$ cat src/rtl/alarm_scheduler.sv
// alarm_scheduler
//   Multi-slot alarm controller sitting between the BCD watch counter and the
//   shared sound generator. Holds NUM_SLOTS programmable alarm times, compares
//   them against time_now on every sec_tick, arbitrates simultaneous matches
//   (lowest index first) and sequences ring / snooze / stop / timeout.
//
// Handshake / strobe semantics:
//   sec_tick, wr_en, stop_btn and snooze_btn are single-cycle strobes sampled
//   on the rising clk edge; there is no back-pressure. Priority on a single
//   edge is: config-write cancel > stop_btn > snooze_btn > sec_tick expiry.
//
// Ports:
//   clk, rst           clock, asynchronous active-high reset
//   sec_tick           one-clk pulse per second
//   time_now[15:0]     current BCD time {hour10, hour1, min10, min1}
//   wr_en/wr_slot/wr_time/wr_enable   slot configuration write
//   stop_btn, snooze_btn              user requests (single-cycle pulses)
//   aud_en             registered sound enable
//   state_o[1:0]       FSM state: 00 IDLE, 01 RING, 10 SNOOZE
//   active_slot        slot currently ringing or snoozed
//   snooze_cnt[1:0]    snoozes used in the current event
//   pending            matched slots waiting for service
module alarm_scheduler #(
    parameter int NUM_SLOTS        = 4,
    parameter int SLOT_W           = 2,
    parameter int SNOOZE_SEC       = 300,
    parameter int RING_TIMEOUT_SEC = 60,
    parameter int MAX_SNOOZE       = 3,
    parameter int CNT_W            = 9
) (
    input  logic                 clk,
    input  logic                 rst,
    input  logic                 sec_tick,
    input  logic [15:0]          time_now,
    input  logic                 wr_en,
    input  logic [SLOT_W-1:0]    wr_slot,
    input  logic [15:0]          wr_time,
    input  logic                 wr_enable,
    input  logic                 stop_btn,
    input  logic                 snooze_btn,
    output logic                 aud_en,
    output logic [1:0]           state_o,
    output logic [SLOT_W-1:0]    active_slot,
    output logic [1:0]           snooze_cnt,
    output logic [NUM_SLOTS-1:0] pending
);

    typedef enum logic [1:0] {
        IDLE   = 2'b00,
        RING   = 2'b01,
        SNOOZE = 2'b10
    } state_t;

    logic [15:0]          slot_time [NUM_SLOTS];
    logic [NUM_SLOTS-1:0] slot_en;
    logic [NUM_SLOTS-1:0] fired_mask;
    logic [NUM_SLOTS-1:0] match;
    logic [NUM_SLOTS-1:0] pending_r;

    state_t               state, state_d;
    logic [SLOT_W-1:0]    active_r, active_d;
    logic [1:0]           snz_r, snz_d;
    logic [CNT_W-1:0]     cnt_r, cnt_d;
    logic                 aud_r, aud_d;

    logic [SLOT_W-1:0]    pick_idx;
    logic                 pick_valid;
    logic                 pend_clr;
    logic                 cancel;

    // A slot fires at most once per matching minute: fired_mask blocks
    // re-matching until a tick where the slot time differs from time_now.
    always_comb begin
        for (int i = 0; i < NUM_SLOTS; i++) begin
            match[i] = sec_tick & slot_en[i] & (slot_time[i] == time_now) & ~fired_mask[i];
        end
    end

    // Lowest-index pending slot wins; scan downward so the last hit is lowest.
    always_comb begin
        pick_valid = 1'b0;
        pick_idx   = '0;
        for (int i = NUM_SLOTS - 1; i >= 0; i--) begin
            if (pending_r[i]) begin
                pick_valid = 1'b1;
                pick_idx   = SLOT_W'(i);
            end
        end
    end

    // Slot storage, fired mask and pending bits.
    always_ff @(posedge clk or posedge rst) begin
        if (rst) begin
            for (int i = 0; i < NUM_SLOTS; i++) begin
                slot_time[i] <= '0;
            end
            slot_en    <= '0;
            fired_mask <= '0;
            pending_r  <= '0;
        end else begin
            for (int i = 0; i < NUM_SLOTS; i++) begin
                if (sec_tick) begin
                    if (slot_time[i] != time_now) begin
                        fired_mask[i] <= 1'b0;
                    end else if (match[i]) begin
                        fired_mask[i] <= 1'b1;
                    end
                end
                // A write re-arms the slot even if it fired this minute.
                if (wr_en && (wr_slot == SLOT_W'(i))) begin
                    slot_time[i]  <= wr_time;
                    slot_en[i]    <= wr_enable;
                    fired_mask[i] <= 1'b0;
                end
                if (match[i]) begin
                    pending_r[i] <= 1'b1;
                end else if (pend_clr && (pick_idx == SLOT_W'(i))) begin
                    pending_r[i] <= 1'b0;
                end
            end
        end
    end

    // FSM state and event registers.
    always_ff @(posedge clk or posedge rst) begin
        if (rst) begin
            state    <= IDLE;
            active_r <= '0;
            snz_r    <= '0;
            cnt_r    <= '0;
            aud_r    <= 1'b0;
        end else begin
            state    <= state_d;
            active_r <= active_d;
            snz_r    <= snz_d;
            cnt_r    <= cnt_d;
            aud_r    <= aud_d;
        end
    end

    // Next-state logic.
    always_comb begin
        state_d  = state;
        active_d = active_r;
        snz_d    = snz_r;
        cnt_d    = cnt_r;
        aud_d    = aud_r;
        pend_clr = 1'b0;
        cancel   = wr_en && (state != IDLE) && (wr_slot == active_r);

        case (state)
            IDLE: begin
                if (pick_valid) begin
                    state_d  = RING;
                    active_d = pick_idx;
                    pend_clr = 1'b1;
                    aud_d    = 1'b1;
                    cnt_d    = CNT_W'(RING_TIMEOUT_SEC);
                end
            end

            RING: begin
                // Snooze past the allowance behaves exactly like stop.
                if (cancel || stop_btn ||
                    (snooze_btn && (snz_r == 2'(MAX_SNOOZE)))) begin
                    state_d = IDLE;
                    aud_d   = 1'b0;
                    snz_d   = '0;
                end else if (snooze_btn) begin
                    state_d = SNOOZE;
                    aud_d   = 1'b0;
                    cnt_d   = CNT_W'(SNOOZE_SEC);
                    snz_d   = snz_r + 2'd1;
                end else if (sec_tick) begin
                    if (cnt_r == CNT_W'(1)) begin
                        state_d = IDLE;
                        aud_d   = 1'b0;
                        snz_d   = '0;
                    end else begin
                        cnt_d = cnt_r - CNT_W'(1);
                    end
                end
            end

            SNOOZE: begin
                if (cancel || stop_btn) begin
                    state_d = IDLE;
                    aud_d   = 1'b0;
                    snz_d   = '0;
                end else if (sec_tick) begin
                    if (cnt_r == CNT_W'(1)) begin
                        state_d = RING;
                        aud_d   = 1'b1;
                        cnt_d   = CNT_W'(RING_TIMEOUT_SEC);
                    end else begin
                        cnt_d = cnt_r - CNT_W'(1);
                    end
                end
            end

            default: begin
                state_d = IDLE;
                aud_d   = 1'b0;
                snz_d   = '0;
            end
        endcase
    end

    assign aud_en      = aud_r;
    assign state_o     = state;
    assign active_slot = active_r;
    assign snooze_cnt  = snz_r;
    assign pending     = pending_r;

endmodule

$ cat config.mk
export PLATFORM = sky130hd
export DESIGN_NAME = alarm_scheduler
export DESIGN_NICKNAME = d
export VERILOG_FILES = /design/src/rtl/alarm_scheduler.sv
export SDC_FILE = /design/constraint.sdc
export NUM_CORES = 1
export LEC_CHECK = 0
export BUFFER_PORTS_ARGS = -buffer_cell sky130_fd_sc_hd__buf_2
export CORE_MARGIN = 5
export CORE_UTILIZATION = 53
export CTS_CLUSTER_DIAMETER = 150
export DETAILED_ROUTE_END_ITERATION = 12
export GPL_TIMING_DRIVEN = 1
export MAX_ROUTING_LAYER = met4
export PLACE_DENSITY_LB_ADDON = 0.08
export SYNTH_ARGS = -nofsm -noshare
export SYNTH_HDL_FRONTEND = slang
export SYNTH_SLANG_ARGS = --single-unit
export TNS_END_PERCENT = 20
$ cat constraint.sdc
create_clock -name clk -period 2.5 [get_ports clk]
set_input_delay 0.125 -clock clk [delete_from_list [all_inputs] [get_ports clk]]
set_output_delay 0.125 -clock clk [all_outputs]
set_load 0.01 [all_outputs]
==> metrics.yaml, run 1 <==
status:
  status: "finished, final reports clean"
yosys:
  synth_top_area_cell: "dfrtp_1"
  synthCells: 381
  synth.avg_cell_area_um2: 12.2
  yosys-top-cells-count: "92 x dfrtp_1, 70 x mux2_2, 65 x xor2_1"
  ys_types: 46
  ys_top_cells_by_area: "dfrtp_1 49%, mux2_2 17%, xor2_1 12%, nor4_1 2.3%, ha_1 2.1%"
  synth_seq_area_share: 0.493
  yosys_warnings: 0
  async_flop_share: 1.00
  synth_area_um2: 4670
  ys.flop_type: "dfrtp_1"
  synth_edf_count: 0
  synth_nets: 430
  synth_top_area_frac: 0.493
  synth.most_common_cell: "dfrtp_1"
  ys_seq_elements: 92
critical_path:
  arrival_ns: 2.49
  critical_path_class: "flop to flop"
  worstPathCellList: "inv_1 -> ha_1 -> or3b_1 -> o221a_2 -> o211a_1 -> o211ai_1 -> mux2i_1"
  crit_path_end_kind: "flop"
  critical_path.max_fanout: 15
  cpMaxStageDelayCell: "dfrtp_1"
  max_stage_delay_ns: 0.45
  worst_ep_required_time_ns: 2.73
  cp-start-kind: "flop"
detailed_routing:
  final_antenna_net_count: 0
  drc: 0
  drt_iter0_markers: 129
  viasPerCell: 5.53
  vias: 3068
  first_pass_iters: 4
  wl_per_cell_um: 17.3
  wl_um: 9610
timing:
  finalSetupViolCount: 0
  fin_setup_tns_ns: 0
  min_period_over_period: 0.905
  rsz0062_at_grt: "no"
  fin_crit_ns: 2.26
  drv_slew: 0
  timing.fmax_mhz: 442
  hold_viol_final: 0
  relSlewSlack: 0.648
  worst_pin_slew_ns: 0.523
  setup_slack_ns: 0.238
  finClkSkew_ns: 0.0122
finish:
  fillers: 689
  nets: 491
  area_growth_syn_to_layout_pct: 13.6
  drive_gt1_frac: 0.342
  final_cells: 555
  multi_input_area_um2: 2270
  seq_area_um2: 2300
  finalInstanceArea_um2: 5300
  antenna_cells: 0
clocking:
  cts_resized: 0
  cts_hold_buffers: 1
  cts_tree: "yes"
  cts.path.max_buffers: 2
  h-tree-depth: 3
  clk_latency_ns: 0.36
  cts_setup_buffers: 0
  clk_pin_slew_ns: 0.09
  numCtsBuffers: 9
  root_buffer: "clkbuf_8"
  clock-sinks: 92
global_routing:
  grtUsageMet3: 0.0292
  grt_pass1_wl_um: 16300
  grtUsageMet2: 0.289
  grt_usage: 0.191
  top_usage_layer: "met2"
  grt_pass1_vias: 3270
  grt-ovfl-total: 0
  grt_start_max_net_pins: 51
  antenna_found_initial: 0
  grtUsageMet1: 0.260
die:
  die-area_um2: 10800
  start_util: 0.540
  die_y_um: 104
  fp.dieW_um: 104
  num_io_pins: 52
  rows: 34
  coreArea_um2: 8640
placement:
  port_buffers: 51
  gp_congestion: 0.944
  post-dp-hpwl_um: 7110
  pre_cts_ws_ns: 0.268
  place_inst: 538
  placed_cell_area_um2: 5080
run:
  max_cap_violations: 0
pwr:
  ir_drop_mv: 0.378
  p_leak_nw: 2.39
  power_density_nw_per_um2: 879
worst_hold_path:
  hold_path.class: "input port to flop"
-- stage by stage --
step | total power [mW] | hold WS (ns) | util
detailed placement | 3.64 | 0.113 | 0.588
global placement | 3.59 | 0.106 | 0.588
finish | 4.66 | 0.0366 | 0.614
global route | 4.97 | 0.0342 | 0.614
floorplan | 3.25 | 0.276 | -
CTS | 4.69 | 0.0293 | 0.614
-- logic make-up after synthesis --
| logic type | after synthesis | synth area share |
|---|---|---|
| and+or+nand+nor | 72 | 0.0888 |
| muxes | 73 | 0.177 |
| adders and majority gates | 8 | 0.0215 |
| xor gates and xnor gates | 67 | 0.126 |
| buffers and inverters | 19 | 0.0201 |
| DFF | 92 | 0.493 |
| AOI/OAI and AO/OA | 50 | 0.0737 |
-- layout by cell type, fill, tap and decap left out, drive strengths merged, types with 3 or more instances in the layout --
cell type	n
o21a	3
nand2b	8
a21oi	12
ha	8
clkbuf	11
inv	8
dfrtp	92
mux2	72
nor4	18
a22o	4
clkinv	3
xor2	65
nand4	5
nand2	16
a21o	3
buf	59
o31ai	3
o21ai	9
nor3b	3
a31oi	3
nor2	10
-- power by group --
part | total [mW] | switching [mW] | internal (mW) | leakage [nW]
clock network | 1.05 | 0.530 | 0.519 | 0.106
logic | 1.54 | 0.793 | 0.747 | 1.17
registers | 2.07 | 0.264 | 1.80 | 1.12
total | 4.66 | 1.59 | 3.07 | 2.39
-- state kept, by name (all words and copies together), names as in the netlist --
| signal | flops |
|---|---|
| slot_time | 64 |
| fired_mask | 4 |
| aud_en | 1 |
| slot_en | 4 |
| snooze_cnt | 2 |
| state_o | 2 |
| cnt_r | 9 |
| pending | 4 |
| active_slot | 2 |
-- critical path: cells and delay by family, from the launching register on --
family / cells / cell delay (ns)
AO/OA/AOI/OAI: 3 / 0.85
adder cells (fa/ha/maj): 1 / 0.18
AND/OR/NAND/NOR: 1 / 0.43
buffers and inverters: 1 / 0.11
multiplexers: 1 / 0.12
flip-flops: 1 / 0.45
-- layer usage --
layer,part of all wire,wire (um)
met5,0,0
met3,0.031,301
met4,0.018,174
met2,0.48,4570
met1,0.48,4570
-- layout make-up --
class / instances / area share
Sequential cell: 92 / 0.434
Multi-Input combinational cell: 270 / 0.429
Timing Repair Buffer: 60 / 0.0638
Clock buffer: 11 / 0.0286
Tap cell: 108 / 0.0255
Clock inverter: 5 / 0.0113
Inverter: 9 / 0.00708
-- path summary, 6_finish.rpt --
check                              start            end  slack [ns]  depth (start not counted)
max                           state_o[0]       cnt_r[0]        0.24                          7
min reg2reg                fired_mask[3]     pending[3]        0.45                          1
max reg2reg                   state_o[0]       cnt_r[0]        0.24                          7
min in group asynchronous            rst  slot_time[27]        0.27                          3
max in group asynchronous            rst  slot_time[30]        1.53                          4
min                           wr_time[9]  slot_time[41]        0.04                          2
(Power assumes the default switching activity.)
==> run 2, diff against run 1 <==
--- a/config.mk
+++ b/config.mk
@@ -6,7 +6,6 @@
 export NUM_CORES = 1
 export LEC_CHECK = 0
 export BUFFER_PORTS_ARGS = -buffer_cell sky130_fd_sc_hd__buf_2
-export CORE_MARGIN = 5
 export CORE_UTILIZATION = 53
 export CTS_CLUSTER_DIAMETER = 150
 export DETAILED_ROUTE_END_ITERATION = 12
==> metrics.yaml, run 2 (same netlist as run 1, synthesis figures left out) <==
finish:
  final_cell_mix: "92 x dfrtp_1, 70 x mux2_2, 65 x xor2_1"  # unchanged
  top_register: "slot_time"  # unchanged
  fillers: 710  # was 689
  seq_area_um2: 2300  # unchanged
  antenna_cells: 0  # unchanged
  area_growth_syn_to_layout_pct: 12.7  # was 13.6%
  largest_reg_flops: 64  # unchanged
  final_cells: 550  # was 555
  reg_top3: "slot_time (64), cnt_r (9)"  # unchanged
  multi_input_area_um2: 2270  # unchanged
  mostFrequentLayoutCell: "dfrtp_1"  # unchanged
  drive_gt1_frac: 0.339  # was 0.342
  nets: 489  # was 491
critical_path:
  cp-start-kind: "flop"  # unchanged
  critical_path_class: "flop to flop"  # unchanged
  arrival_ns: 2.45  # was 2.49 ns
  worst_ep_required_time_ns: 2.72  # was 2.73 ns
  critical_path.max_fanout: 15  # unchanged
  crit_path_end_kind: "flop"  # unchanged
global_routing:
  grt_usage: 0.229  # was 0.191
  grt_pass1_wl_um: 15400  # was 16300 um
  antenna_found_initial: 0  # unchanged
  grt-ovfl-total: 0  # unchanged
  grt_pass1_vias: 3116  # was 3270
  grt_start_max_net_pins: 93  # was 51
detailed_routing:
  drc: 0  # unchanged
  drt_iter0_markers: 136  # was 129
  viasPerCell: 5.56  # was 5.53
  final_antenna_net_count: 0  # unchanged
  wl_per_cell_um: 16.6  # was 17.3 um
  first_pass_iters: 4  # unchanged
  vias: 3059  # was 3068
  wl_um: 9130  # was 9610 um
clocking:
  clk_pin_slew_ns: 0.09  # about the same
  root_buffer: "clkbuf_8"  # unchanged
  cts.path.max_buffers: 2  # unchanged
  clock-sinks: 92  # unchanged
  h-tree-depth: 3  # unchanged
  numCtsBuffers: 9  # unchanged
  clk_latency_ns: 0.35  # was 0.36 ns
  cts_resized: 0  # unchanged
  cts_tree: "yes"  # unchanged
timing:
  worst_pin_slew_ns: 0.513  # was 0.523 ns
  rsz0062_at_grt: "no"  # unchanged
  finalSetupViolCount: 0  # unchanged
  fin_crit_ns: 2.23  # was 2.26 ns
  drv_slew: 0  # unchanged
  min_period_over_period: 0.890  # was 0.905
  hold_viol_final: 0  # unchanged
  finClkSkew_ns: 0.00781  # was 0.0122 ns
  fin_setup_tns_ns: 0  # unchanged
  relSlewSlack: 0.655  # was 0.648
  timing.fmax_mhz: 449  # was 442 MHz
die:
  die_y_um: 95.8  # was 104 um
  start_util: 0.557  # was 0.540
  num_io_pins: 52  # unchanged
  rows: 33  # was 34
  die-area_um2: 9180  # was 10800 um2
  coreArea_um2: 8380  # was 8640 um2
  fp.dieW_um: 95.8  # was 104 um
status:
  status: "finished, final reports clean"  # unchanged
placement:
  place_inst: 533  # was 538
  post-dp-hpwl_um: 6470  # was 7110 um
  gp_congestion: 0.855  # was 0.944
  port_buffers: 51  # unchanged
run:
  max_cap_violations: 0  # unchanged
pwr:
  ir_drop_mv: 0.407  # was 0.378 mV
  p_leak_nw: 2.37  # was 2.39 nW
  power_density_nw_per_um2: 861  # was 879 nW/um2
worst_hold_path:
  hold_path.class: "input port to flop"  # unchanged
[run 2: changes by cell type in the layout (fill, tap and decap cells not counted), sizes merged]
cell      before  now
buf           59   57
clkinvlp       2    4
clkinv         3    2
bufinv         1    0
[run 2: metrics by stage]
step                hold WS, ns   util  area, um2  power, mW  setup slack, ns
CTS                      0.0315  0.627       5260       4.56            0.287
global route             0.0410  0.627       5260       4.85            0.142
detailed placement        0.308  0.604       5060       3.61            0.290
floorplan                 0.276      -       4670       3.25            0.517
global placement          0.307  0.604       5060       3.57            0.391
finish                   0.0442  0.627       5260       4.53            0.274
[run 2: final timing paths]
check	startpoint	end	slack (ns)	depth (start not counted)
min in group asynchronous	rst	slot_time[43]	0.44	4
setup / recovery	state_o[0]	cnt_r[0]	0.27	7
hold reg to reg	fired_mask[2]	pending[2]	0.45	1
max in group asynchronous	rst	slot_time[60]	1.65	4
hold / removal	wr_time[3]	slot_time[3]	0.04	2
setup reg to reg	state_o[0]	cnt_r[0]	0.27	7
[run 2: report_power, final]
part | switching [mW] | internal [mW]
registers | 0.261 | 1.80
logic | 0.782 | 0.744
clock network | 0.522 | 0.416
[run 2: area by class of cell]
cell class	count	share of cell area
Tap cell	105	0.0250
Clock inverter	5	0.00690
Sequential cell	92	0.438
Multi-Input combinational cell	270	0.433
Clock buffer	11	0.0288
Timing Repair Buffer	58	0.0614
Inverter	9	0.00714
[run 2: worst max-delay path, stage by stage, from the launching register on]
cell and delay [ns]:
dfrtp_1 0.45, inv_1 0.11, ha_1 0.17, or3b_1 0.42, o221a_2 0.31, o211a_1 0.28, o211ai_1 0.23, mux2i_1 0.12
[run 2: repair_timing]
item,CTS,global route
hold buffers,1,0
setup buffers,0,0
hold endpoints to repair,92,0
[run 2: per-layer routing]
| layer | routed length [um] | GRT usage | vias to the layer above |
|---|---|---|---|
| met2 | 4400 | 0.366 | 55 |
| li1 | - | - | 1473 |
| met1 | 4330 | 0.306 | 1520 |
| met5 | 0 | - | - |
| met3 | 289 | 0.0276 | 11 |
| met4 | 116 | 0.0734 | 0 |
==> run 3, diff against run 2 <==
--- a/config.mk
+++ b/config.mk
@@ -6,7 +6,7 @@
 export NUM_CORES = 1
 export LEC_CHECK = 0
 export BUFFER_PORTS_ARGS = -buffer_cell sky130_fd_sc_hd__buf_2
-export CORE_UTILIZATION = 53
+export CORE_UTILIZATION = 40
 export CTS_CLUSTER_DIAMETER = 150
 export DETAILED_ROUTE_END_ITERATION = 12
 export GPL_TIMING_DRIVEN = 1
==> metrics.yaml, run 3 (same netlist as run 1, synthesis figures left out) <==
pwr:
  p_int_mw: 3.52  # was 2.96 mW
  p_total_mw: 5.16  # was 4.53 mW
  p_sw_mw: 1.63  # was 1.56 mW
  power_density_nw_per_um2: 946  # was 861 nW/um2
  p_clk_frac: 0.298  # was 0.207
  p_leak_nw: 2.44  # was 2.37 nW
  seq_power_share: 0.400  # was 0.456
  ir_drop_mv: 0.490  # was 0.407 mV
  comb_power_share: 0.302  # was 0.337
  switching_share: 0.316  # was 0.346
global_routing:
  grt_pass1_wl_um: 16300  # was 15400 um
  grt_usage: 0.191  # was 0.229
  antenna_found_initial: 0  # unchanged
  grt-ovfl-total: 0  # unchanged
  grt_pass1_vias: 3063  # was 3116
  grt_start_max_net_pins: 72  # was 93
timing:
  fin_setup_tns_ns: 0  # unchanged
  drv_slew: 0  # unchanged
  timing.fmax_mhz: 458  # was 449 MHz
  min_period_over_period: 0.873  # was 0.890
  hold_ws_ns: 0.0513  # was 0.0442 ns
  relSlewSlack: 0.558  # was 0.655
  hold_viol_final: 0  # unchanged
  rsz0062_at_grt: "no"  # unchanged
  setup_slack_ns: 0.319  # was 0.274 ns
  worst_pin_slew_ns: 0.657  # was 0.513 ns
  finalSetupViolCount: 0  # unchanged
  finClkSkew_ns: 0.00635  # was 0.00781 ns
  fin_crit_ns: 2.18  # was 2.23 ns
detailed_routing:
  final_antenna_net_count: 0  # unchanged
  drt_iter0_markers: 164  # was 136
  wl_per_cell_um: 17.6  # was 16.6 um
  first_pass_iters: 4  # unchanged
  wl_um: 10300  # was 9130 um
  viasPerCell: 5.27  # was 5.56
  drc: 0  # unchanged
  vias: 3100  # was 3059
die:
  rows: 39  # was 33
  num_io_pins: 52  # unchanged
  fp.dieW_um: 110  # was 95.8 um
  start_util: 0.410  # was 0.557
  coreArea_um2: 11400  # was 8380 um2
  die-area_um2: 12100  # was 9180 um2
  die_y_um: 110  # was 95.8 um
worst_hold_path:
  worstHoldPathCells: 2  # unchanged
  hold_path.class: "input port to flop"  # unchanged
critical_path:
  timing.rr.end: "cnt_r[0]"  # unchanged
  endpoint: "cnt_r[0]"  # unchanged
  critical_path_class: "flop to flop"  # unchanged
  arrival_ns: 2.39  # was 2.45 ns
  worst_ep_required_time_ns: 2.71  # was 2.72 ns
  critical_path.max_fanout: 15  # unchanged
  cp-start-kind: "flop"  # unchanged
  reg2reg_depth: 7  # unchanged
  crit_start: "state_o[0]"  # unchanged
  crit_path_end_kind: "flop"  # unchanged
  r2r-start: "state_o[0]"  # unchanged
  worst-r2r-setup-slack_ns: 0.32  # was 0.27 ns
finish:
  area_growth_syn_to_layout_pct: 16.8  # was 12.7%
  fin_util: 0.479  # was 0.627
  mostFrequentLayoutCell: "dfrtp_1"  # unchanged
  antenna_cells: 0  # unchanged
  drive_gt1_frac: 0.335  # was 0.339
  final_cell_mix: "92 x dfrtp_1, 70 x mux2_2, 65 x xor2_1"  # unchanged
  largest_reg_flops: 64  # unchanged
  nets: 489  # unchanged
  top_register: "slot_time"  # unchanged
  reg_top3: "slot_time (64), cnt_r (9)"  # unchanged
clocking:
  h-tree-depth: 3  # unchanged
  cts_tree: "yes"  # unchanged
  cts_setup_buffers: 0  # unchanged
  numCtsBuffers: 9  # unchanged
  clk_latency_ns: 0.34  # was 0.35 ns
  root_buffer: "clkbuf_16"  # was clkbuf_8
  clock-sinks: 92  # unchanged
  cts_hold_buffers: 1  # unchanged
  cts.path.max_buffers: 2  # unchanged
  cts_resized: 0  # unchanged
  clk_pin_slew_ns: 0.06  # was 0.09 ns
status:
  status: "finished, final reports clean"  # unchanged
placement:
  port_buffers: 51  # unchanged
  pre_cts_ws_ns: 0.297  # was 0.290 ns
  gp_congestion: 0.823  # was 0.855
  post-dp-hpwl_um: 7270  # was 6470 um
run:
  max_cap_violations: 0  # unchanged
## run 3: worst max-delay path, cell delays in order, from the launching register on
cell	delay [ns]
dfrtp_1	0.43
inv_1	0.10
ha_1	0.16
or3b_1	0.41
o221a_2	0.31
o211a_1	0.28
o211ai_1	0.24
mux2i_1	0.12
## run 3: layer usage
| metal | up-vias | global-route usage | part of all wire |
|---|---|---|---|
| met1 | 1562 | 0.251 | 0.48 |
| met4 | 0 | 0.0838 | 0.019 |
| met5 | - | - | 0 |
| li1 | 1475 | - | - |
| met2 | 51 | 0.289 | 0.46 |
| met3 | 12 | 0.0353 | 0.036 |
## run 3: how the worst min path moves through the flow
stage	from	to	slack (ns)
floorplan	wr_time[0]	slot_time[16]	0.28
global placement	rst	cnt_r[1]	0.20
detailed placement	rst	cnt_r[1]	0.21
CTS	wr_time[1]	slot_time[17]	0.04
global route	wr_time[2]	slot_time[34]	0.05
finish	wr_time[1]	slot_time[17]	0.05
## run 3: area by class of cell
cell class	instances	area (um2)
Clock buffer	11	233
Clock inverter	5	100
Fill cell	1091	5920
Inverter	9	37.5
Multi-Input combinational cell	270	2270
Sequential cell	92	2300
Tap cell	143	179
Timing Repair Buffer	58	323
## run 3: power by group through the flow
stage          sequential [mW]  combinational [mW]  clock [mW]
2_1_floorplan             2.04                1.21           0
3_3_place_gp              2.07                1.54           0
3_5_place_dp              2.09                1.56           0
4_1_cts                   2.07                1.58        1.58
5_1_grt                   2.11                1.74        1.64
6_report                  2.06                1.56        1.54
## run 3: metrics by stage
step                      area, um2  cells
after floorplan                4670    381
after global placement         5110    571
after detailed placement       5110    571
after CTS                      5450    588
after global routing           5450    588
final                          5450    588
